--- src/rtl/inst_mem_fetch_pkg.sv ---
`default_nettype none
// ============================================================================
//  Module      : inst_mem_fetch_pkg
//  Description : Shared constants, fault-reason encoding and address helpers
//                for the clocked instruction memory fetch unit.
//  Revision    : 1.0 - initial release
// ============================================================================
package inst_mem_fetch_pkg;

  // Word returned on any faulting fetch: MOV r0,r0
  localparam logic [31:0] NOP_INST = 32'hE1A00000;

  // Why a fetch or load address was rejected
  typedef enum logic [1:0] {
    FAULT_NONE  = 2'd0,
    FAULT_ALIGN = 2'd1,
    FAULT_RANGE = 2'd2
  } fault_e;

  // Byte address to word index; callers zero-extend to 64 bits so the
  // range compare never truncates the upper address bits.
  function automatic logic [63:0] word_index(input logic [63:0] addr);
    return addr >> 2;
  endfunction

  // Alignment is checked first so a misaligned out-of-range address
  // reports the alignment problem.
  function automatic fault_e fault_classify(input logic [63:0] addr,
                                            input logic [63:0] depth);
    if (addr[1:0] != 2'b00) begin
      return FAULT_ALIGN;
    end
    if (word_index(addr) >= depth) begin
      return FAULT_RANGE;
    end
    return FAULT_NONE;
  endfunction

endpackage
`default_nettype wire

--- src/rtl/inst_mem_fetch_if.sv ---
`default_nettype none
// ============================================================================
//  Module      : inst_mem_fetch_if
//  Description : Load port, fetch handshake and result bus between the IF
//                stage (master) and the instruction memory (slave).
//  Revision    : 1.0 - initial release
// ============================================================================
interface inst_mem_fetch_if #(
  parameter int DATA_W = 32,
  parameter int ADDR_W = 32
) ();

  logic              load_en;
  logic [ADDR_W-1:0] load_addr;
  logic [DATA_W-1:0] load_data;
  logic              fetch_req;
  logic [ADDR_W-1:0] fetch_pc;
  logic              fetch_ready;
  logic              flush;
  logic              stall;
  logic              inst_valid;
  logic [DATA_W-1:0] inst;
  logic [ADDR_W-1:0] inst_pc;
  logic              addr_fault;

  modport master (
    output load_en, load_addr, load_data,
    output fetch_req, fetch_pc, flush, stall,
    input  fetch_ready, inst_valid, inst, inst_pc, addr_fault
  );

  modport slave (
    input  load_en, load_addr, load_data,
    input  fetch_req, fetch_pc, flush, stall,
    output fetch_ready, inst_valid, inst, inst_pc, addr_fault
  );

endinterface
`default_nettype wire

--- src/rtl/inst_mem_fetch_array.sv ---
`default_nettype none
// ============================================================================
//  Module      : inst_mem_array
//  Description : DEPTH x DATA_W program store, synchronous write and
//                combinational read, no reset so contents survive rst_n.
//  Revision    : 1.0 - initial release
// ============================================================================
module inst_mem_array #(
  parameter int DATA_W = 32,
  parameter int DEPTH  = 64,
  parameter int IDX_W  = 6
) (
  input  logic              clk,
  input  logic              we,
  input  logic [IDX_W-1:0]  waddr,
  input  logic [DATA_W-1:0] wdata,
  input  logic [IDX_W-1:0]  raddr,
  output logic [DATA_W-1:0] rdata
);

  localparam logic [IDX_W:0] c_depth_ext = (IDX_W + 1)'(DEPTH);

  logic [DATA_W-1:0] mem [DEPTH];

  // Program write; the caller only asserts we for in-range word indices
  always_ff @(posedge clk) begin
    if (we) begin
      mem[waddr] <= wdata;
    end
  end

  // Unsized index space beyond DEPTH (non power-of-two) reads as zero
  assign rdata = ({1'b0, raddr} < c_depth_ext) ? mem[raddr] : '0;

endmodule
`default_nettype wire

--- src/rtl/inst_mem_fetch.sv ---
`default_nettype none
// ============================================================================
//  Module      : inst_mem_fetch
//  Description : Clocked, run-time loadable instruction memory with a
//                req/ready -> valid/stall fetch handshake, 1- or 2-cycle read
//                latency, branch flush and address-fault reporting.
//  Revision    : 1.0 - initial release
// ============================================================================
module inst_mem_fetch #(
  parameter int                DATA_W   = 32,
  parameter int                DEPTH    = 64,
  parameter int                ADDR_W   = 32,
  parameter int                READ_LAT = 1,
  parameter logic [DATA_W-1:0] NOP_INST = DATA_W'(inst_mem_fetch_pkg::NOP_INST)
) (
  input  logic               clk,
  input  logic               rst_n,
  inst_mem_fetch_if.slave    bus
);

  import inst_mem_fetch_pkg::*;

  localparam int IDX_W = (DEPTH > 1) ? $clog2(DEPTH) : 1;

  // --------------------------------------------------------------------------
  // Elaboration-time parameter checks
  // --------------------------------------------------------------------------
  if ((ADDR_W < IDX_W + 2) || (ADDR_W > 64)) begin : g_bad_addr_w
    $error("inst_mem_fetch: ADDR_W too small for DEPTH or wider than 64");
  end

  // --------------------------------------------------------------------------
  // Address decode and handshake
  // --------------------------------------------------------------------------
  fault_e            w_fetch_reason;
  fault_e            w_load_reason;
  logic              w_fetch_fault;
  logic              w_ready;
  logic              w_accept;
  logic              w_we;
  logic [DATA_W-1:0] w_rdata;
  logic [DATA_W-1:0] w_read_word;

  assign w_fetch_reason = fault_classify(64'(bus.fetch_pc), 64'(DEPTH));
  assign w_load_reason  = fault_classify(64'(bus.load_addr), 64'(DEPTH));
  assign w_fetch_fault  = (w_fetch_reason != FAULT_NONE);

  // A load owns the cycle; the pipeline still drains but takes nothing new
  assign w_ready  = !bus.load_en && !bus.stall;
  assign w_accept = bus.fetch_req && w_ready;

  // Faulting load addresses are dropped rather than aliased onto a word
  assign w_we = bus.load_en && (w_load_reason == FAULT_NONE);

  // Fault substitution happens at read time so both latencies share it
  assign w_read_word = w_fetch_fault ? NOP_INST : w_rdata;

  assign bus.fetch_ready = w_ready;

  inst_mem_array #(
    .DATA_W (DATA_W),
    .DEPTH  (DEPTH),
    .IDX_W  (IDX_W)
  ) u_array (
    .clk   (clk),
    .we    (w_we),
    .waddr (bus.load_addr[IDX_W+1:2]),
    .wdata (bus.load_data),
    .raddr (bus.fetch_pc[IDX_W+1:2]),
    .rdata (w_rdata)
  );

  // --------------------------------------------------------------------------
  // Output stage registers (driven from exactly one latency branch)
  // --------------------------------------------------------------------------
  logic              r_out_valid;
  logic              r_out_fault;
  logic [ADDR_W-1:0] r_out_pc;
  logic [DATA_W-1:0] r_out_inst;

  assign bus.inst_valid = r_out_valid;
  assign bus.addr_fault = r_out_fault;
  assign bus.inst_pc    = r_out_pc;
  assign bus.inst       = r_out_inst;

  if (READ_LAT == 1) begin : g_lat1

    // Single stage: accepted request lands directly in the output registers.
    // Flush overrides stall; an accept (only possible when not stalled) is
    // the branch target and survives the flush.
    always_ff @(posedge clk or negedge rst_n) begin
      if (!rst_n) begin
        r_out_valid <= 1'b0;
        r_out_fault <= 1'b0;
        r_out_pc    <= '0;
        r_out_inst  <= '0;
      end else if (bus.flush || !bus.stall) begin
        r_out_valid <= w_accept;
        if (w_accept) begin
          r_out_fault <= w_fetch_fault;
          r_out_pc    <= bus.fetch_pc;
          r_out_inst  <= w_read_word;
        end
      end
    end

  end else if (READ_LAT == 2) begin : g_lat2

    logic              r_s1_valid;
    logic              r_s1_fault;
    logic [ADDR_W-1:0] r_s1_pc;
    logic [DATA_W-1:0] r_s1_inst;

    // Two stages: stage 1 captures pc, fault and the array read, stage 2 is
    // the output. Stall freezes both; flush empties both and lets only the
    // same-edge accept into stage 1.
    always_ff @(posedge clk or negedge rst_n) begin
      if (!rst_n) begin
        r_s1_valid  <= 1'b0;
        r_s1_fault  <= 1'b0;
        r_s1_pc     <= '0;
        r_s1_inst   <= '0;
        r_out_valid <= 1'b0;
        r_out_fault <= 1'b0;
        r_out_pc    <= '0;
        r_out_inst  <= '0;
      end else if (bus.flush || !bus.stall) begin
        r_s1_valid <= w_accept;
        if (w_accept) begin
          r_s1_fault <= w_fetch_fault;
          r_s1_pc    <= bus.fetch_pc;
          r_s1_inst  <= w_read_word;
        end
        if (bus.flush) begin
          r_out_valid <= 1'b0;
        end else begin
          r_out_valid <= r_s1_valid;
          if (r_s1_valid) begin
            r_out_fault <= r_s1_fault;
            r_out_pc    <= r_s1_pc;
            r_out_inst  <= r_s1_inst;
          end
        end
      end
    end

  end else begin : g_bad_lat
    $error("inst_mem_fetch: READ_LAT must be 1 or 2");
  end

endmodule
`default_nettype wire

--- src/flat_wrapper.sv ---
// flat-port wrapper written by rule: the top's interface ports become plain ports
module inst_mem_fetch_flat import inst_mem_fetch_pkg::*;
#(
  parameter int                DATA_W   = 32,
  parameter int                DEPTH    = 64,
  parameter int                ADDR_W   = 32,
  parameter int                READ_LAT = 1,
  parameter logic [DATA_W-1:0] NOP_INST = DATA_W'(inst_mem_fetch_pkg::NOP_INST)
)
  (clk, rst_n, bus_load_en, bus_load_addr, bus_load_data, bus_fetch_req, bus_fetch_pc, bus_flush, bus_stall, bus_fetch_ready, bus_inst_valid, bus_inst, bus_inst_pc, bus_addr_fault);
  inst_mem_fetch_if #(.DATA_W(DATA_W), .ADDR_W(ADDR_W)) bus_i ();
  input  logic clk;
  input  logic rst_n;
  input wire logic [$bits(bus_i.load_en)-1:0] bus_load_en;
  input wire logic [$bits(bus_i.load_addr)-1:0] bus_load_addr;
  input wire logic [$bits(bus_i.load_data)-1:0] bus_load_data;
  input wire logic [$bits(bus_i.fetch_req)-1:0] bus_fetch_req;
  input wire logic [$bits(bus_i.fetch_pc)-1:0] bus_fetch_pc;
  input wire logic [$bits(bus_i.flush)-1:0] bus_flush;
  input wire logic [$bits(bus_i.stall)-1:0] bus_stall;
  output wire logic [$bits(bus_i.fetch_ready)-1:0] bus_fetch_ready;
  output wire logic [$bits(bus_i.inst_valid)-1:0] bus_inst_valid;
  output wire logic [$bits(bus_i.inst)-1:0] bus_inst;
  output wire logic [$bits(bus_i.inst_pc)-1:0] bus_inst_pc;
  output wire logic [$bits(bus_i.addr_fault)-1:0] bus_addr_fault;
  assign bus_i.load_en = bus_load_en;
  assign bus_i.load_addr = bus_load_addr;
  assign bus_i.load_data = bus_load_data;
  assign bus_i.fetch_req = bus_fetch_req;
  assign bus_i.fetch_pc = bus_fetch_pc;
  assign bus_i.flush = bus_flush;
  assign bus_i.stall = bus_stall;
  assign bus_fetch_ready = bus_i.fetch_ready;
  assign bus_inst_valid = bus_i.inst_valid;
  assign bus_inst = bus_i.inst;
  assign bus_inst_pc = bus_i.inst_pc;
  assign bus_addr_fault = bus_i.addr_fault;
  inst_mem_fetch #(.DATA_W(DATA_W), .DEPTH(DEPTH), .ADDR_W(ADDR_W), .READ_LAT(READ_LAT), .NOP_INST(NOP_INST)) u_core (.clk(clk), .rst_n(rst_n), .bus(bus_i));
endmodule
--- config.mk ---
export PLATFORM = sky130hd
export DESIGN_NAME = inst_mem_fetch_flat
export DESIGN_NICKNAME = d
export VERILOG_FILES = /design/src/rtl/inst_mem_fetch_pkg.sv /design/src/rtl/inst_mem_fetch_if.sv /design/src/rtl/inst_mem_fetch_array.sv /design/src/rtl/inst_mem_fetch.sv /design/src/flat_wrapper.sv
export SDC_FILE = /design/constraint.sdc
export NUM_CORES = 2
export LEC_CHECK = 0
export CORE_MARGIN = 10
export CORE_UTILIZATION = 50
export CTS_CLUSTER_SIZE = 40
export DETAILED_ROUTE_END_ITERATION = 12
export HOLD_SLACK_MARGIN = 0.02
export PLACE_DENSITY = 0.75
export SYNTH_ARGS = -nofsm -noshare
export SYNTH_HDL_FRONTEND = slang
export SYNTH_HIERARCHICAL = 1
export SYNTH_SLANG_ARGS = --single-unit
--- constraint.sdc ---
create_clock -name clk -period 4 [get_ports clk]
set_input_delay 0.4 -clock clk [delete_from_list [all_inputs] [get_ports clk]]
set_output_delay 0.4 -clock clk [all_outputs]
set_load 0.02 [all_outputs]
==> run_results.csv <==
group,metric,value,unit
global_route,grt_pass1_wl,305900,um
critical_path,rr_worst_depth,6,
global_route,overflow,0,
detailed_routing,via_per_inst,6.452,
sta,relSlewSlack,16.76,%
detailed_routing,ant_nets,0,
yosys,ys_ff_latch,2114,
critical_path,r2r-end,"u_core/bus.inst[9]$_DFFE_PN0P_",
yosys,synth_top_area_cell,"edfxtp_1",
pwr,leakage,29.84,nW
clock_tree,htree_levels,4,
clock_tree,cts_tree,"yes",
detailed_routing,firstDrtPassIters,5,
detailed_routing,wl_met1,76710,um
placement,gp_congestion,0.8690,
outcome,outcome,"finished clean",
cells_and_area,num-fill-cells,11160,
yosys,synth.net_count,3704,
critical_path,cp_common_cell,"buf_4",
sta,drv_slew,0,
cells_and_area,layout-drive-gt1-share,29.18,%
yosys,async_reset_ff_share,3.122,%
yosys,ys_types,47,
critical_path,crit_type,"in -> reg",
yosys,synth_area_leaders,"edfxtp_1, mux4_2, dfrtp_1, mux2i_1, nand2_1",
placement,hpwl,126000,um
sta,hold_ws,0.06560,ns
pwr,p_total,0.04508,W
detailed_routing,drcViolationCount,0,
critical_path,startpoint,"bus_load_en",
detailed_routing,dr_wl_met3,24300,um
detailed_routing,wl,213500,um
detailed_routing,top_layer,"met5",
cells_and_area,mostFrequentLayoutCells,"edfxtp_1, mux4_2, buf_4",
critical_path,critPathMaxFanout,18,
floorplanning,die_height,422.2,um
sta,setup_viol,0,
clock_tree,cts_buffers,197,
clock_tree,clock_latency,0.83,ns
detailed_routing,first_iter_violations,6383,
yosys,yosysTopAreaCellShare,76.03,%
floorplanning,row_count,147,
critical_path,r2r-start,"u_core/u_array/mem[0][9]$_DFFE_PP_",
pwr,powerDensity,481.5,mW/mm2
yosys,synth_cells,3602,
global_route,grt_use_total,23.71,%
detailed_routing,wl_per_cell,33.53,um
critical_path,path_buf_inv,3,
critical_path,crit_required,4.47,ns
critical_path,end_kind,"flip-flop",
critical_path,cp.depth,9,
pwr,peakVddDrop,0.4198,mV
floorplanning,core,0.1608,mm2
global_route,grt_pass1_vias,41230,
yosys,ys.flop_type,"edfxtp_1",
yosys,synth_edf_count,2048,
yosys,synth.avg_cell_area,22.46,um2
worst_hold_path,hp-start,"bus_fetch_pc[4]",
critical_path,crit_path_top_delay_cell,"clkdlybuf4s50_1",
critical_path,slowest_delay,0.59,ns
sta,timing.final.crit_share,78.67,%
placement,io_buffers,168,
yosys,netlist_area,0.08089,mm2
yosys,ys_warn_count,6,
sta,fmax,317.8,MHz
critical_path,reg2reg_slack,1.45,ns
critical_path,crit_arrival,3.62,ns
sta,fin_crit,3.147,ns
detailed_routing,vias,41070,
floorplanning,dieArea,0.1783,mm2
detailed_routing,route.met2.wl,102500,um
clock_tree,root_buffer,"clkbuf_16",
critical_path,path_cells,"clkdlybuf4s50_1 -> nor4b_1 -> nand4_1 -> nor2_1 -> buf_4 -> nor2b_1 -> nand4b_1 -> nor3_4 -> buf_4",
global_route,grt_antenna_before_repair,7,
cells_and_area,nets,4139,
critical_path,endpoint,"u_core/u_array/mem[48][14]$_DFFE_PP_",
clock_tree,clk_path_buf_depth,3,
critical_path,start_kind,"primary input",
sta,skew,0.02492,ns
critical_path,cpLargestDelayFamily,"simple AND/OR/NAND/NOR gates",
yosys,ys_seq_area_share,78.07,%
clock_tree,postCtsSetupBuffers,0,
sta,hold_violations,0,
cells_and_area,syn2layout_area_growth,15.76,%
sta,worst_pin_slew,1.249,ns
cells_and_area,mostFrequentLayoutCell,"edfxtp_1",
clock_tree,clkTransAtPathRegs,0.06,ns
clock_tree,clock-sinks,2114,
sta,rsz0062_at_grt,"no",
floorplanning,num_io_pins,169,
global_route,grt_max_degree,67,
floorplanning,initial_core_util,50.32,%
floorplanning,die_w,422.2,um
job,maxCapViolCount,0,
worst_hold_path,hold_path.class,"in -> reg",
## cells in the mapped netlist (2+ instances only)
cell	count
o221ai_1	27
nand4_1	4
buf_1	22
o41ai_1	6
nand2_1	149
inv_1	32
nor3_1	10
nand3_1	7
or3b_2	4
buf_6	7
a311oi_1	8
a21oi_1	62
nand3b_1	6
o32ai_1	4
nor4_1	8
dfrtp_1	66
a41o_1	4
and2_1	2
buf_4	25
and3_1	5
or3b_1	2
edfxtp_1	2048
mux4_2	544
buf_2	64
o41ai_2	20
or3_1	3
nand2b_1	8
o22ai_1	84
a41oi_1	6
nor2b_1	15
clkbuf_1	83
nor2_1	148
mux2i_1	93
a22oi_1	12
a31oi_1	2
## worst min path at each step
stage,end,cells after the start,slack (ns)
floorplan,u_core/bus.addr_fault$_DFFE_PN0P_,0,0.10
global placement,u_core/bus.inst_pc[28]$_DFFE_PN0P_,2,0.46
detailed placement,u_core/bus.inst_pc[0]$_DFFE_PN0P_,2,0.46
CTS,u_core/bus.inst_pc[4]$_DFFE_PN0P_,3,0.04
global route,u_core/u_array/mem[42][9]$_DFFE_PP_,1,0.07
finish,u_core/bus.inst_pc[4]$_DFFE_PN0P_,3,0.07
## stage by stage
step	setup TNS (ns)	cells	worst slack (ns)	util [%]	instance area, um2
after floorplan	0	3602	0.6719	-	80900
after global placement	0	5996	0.01779	54.36	87380
after detailed placement	-0.1980	5996	-0.01227	54.36	87380
after CTS	0	6362	0.8605	58.24	93630
after global routing	0	6362	0.5848	58.24	93630
final	0	6366	0.8531	58.25	93640
## routing by layer
metal	up-vias	global-route usage [%]
met5	-	0
li1	16080	-
met4	8	10.19
met1	21800	32.03
met2	2777	37.36
met3	410	5.303
## state kept, by name (all words and copies together), names as in the netlist
register               count
u_core/bus.addr_fault      1
u_core/bus.inst           32
u_core/bus.inst_pc        32
u_core/bus.inst_valid      1
u_core/u_array/mem      2048
## tightest hold or removal path: stages
cell     delay, ns
buf_8         0.24
nand2_1       0.13
nand2_1       0.05
## logic make-up after synthesis
group / count (synthesis) / synth area share [%]
mux: 637 / 16.30
buf+inv: 233 / 1.361
compound gates: 237 / 2.203
flops: 2114 / 78.07
simple gates: 381 / 2.065
## what timing repair did
action                                 CTS  global route
hold buffers                             2             0
gates resized for setup                  0             0
endpoints found under the hold margin   67             0
## power by group
| part | leakage [nW] | switching (W) | internal [W] |
|---|---|---|---|
| clock | 3.04 | 0.00804 | 0.0101 |
| combinational | 7.57 | 0.00159 | 0.000962 |
| sequential | 19.2 | 0.0000274 | 0.0243 |
## final cells by class
type                    instances  area, um2  area share (%)
clock inverters               122      991.0           1.058
inverters                      32      120.1          0.1283
repair buffers                437       4292           4.583
flip-flops and latches       2114      63150           67.44
well taps                    2160       2703           2.886
multi-input cells            1255      17130           18.30
diodes                          4      10.01         0.01069
clock buffers                 242       5236           5.592
No activity file was read; power rests on OpenSTA's default activity.
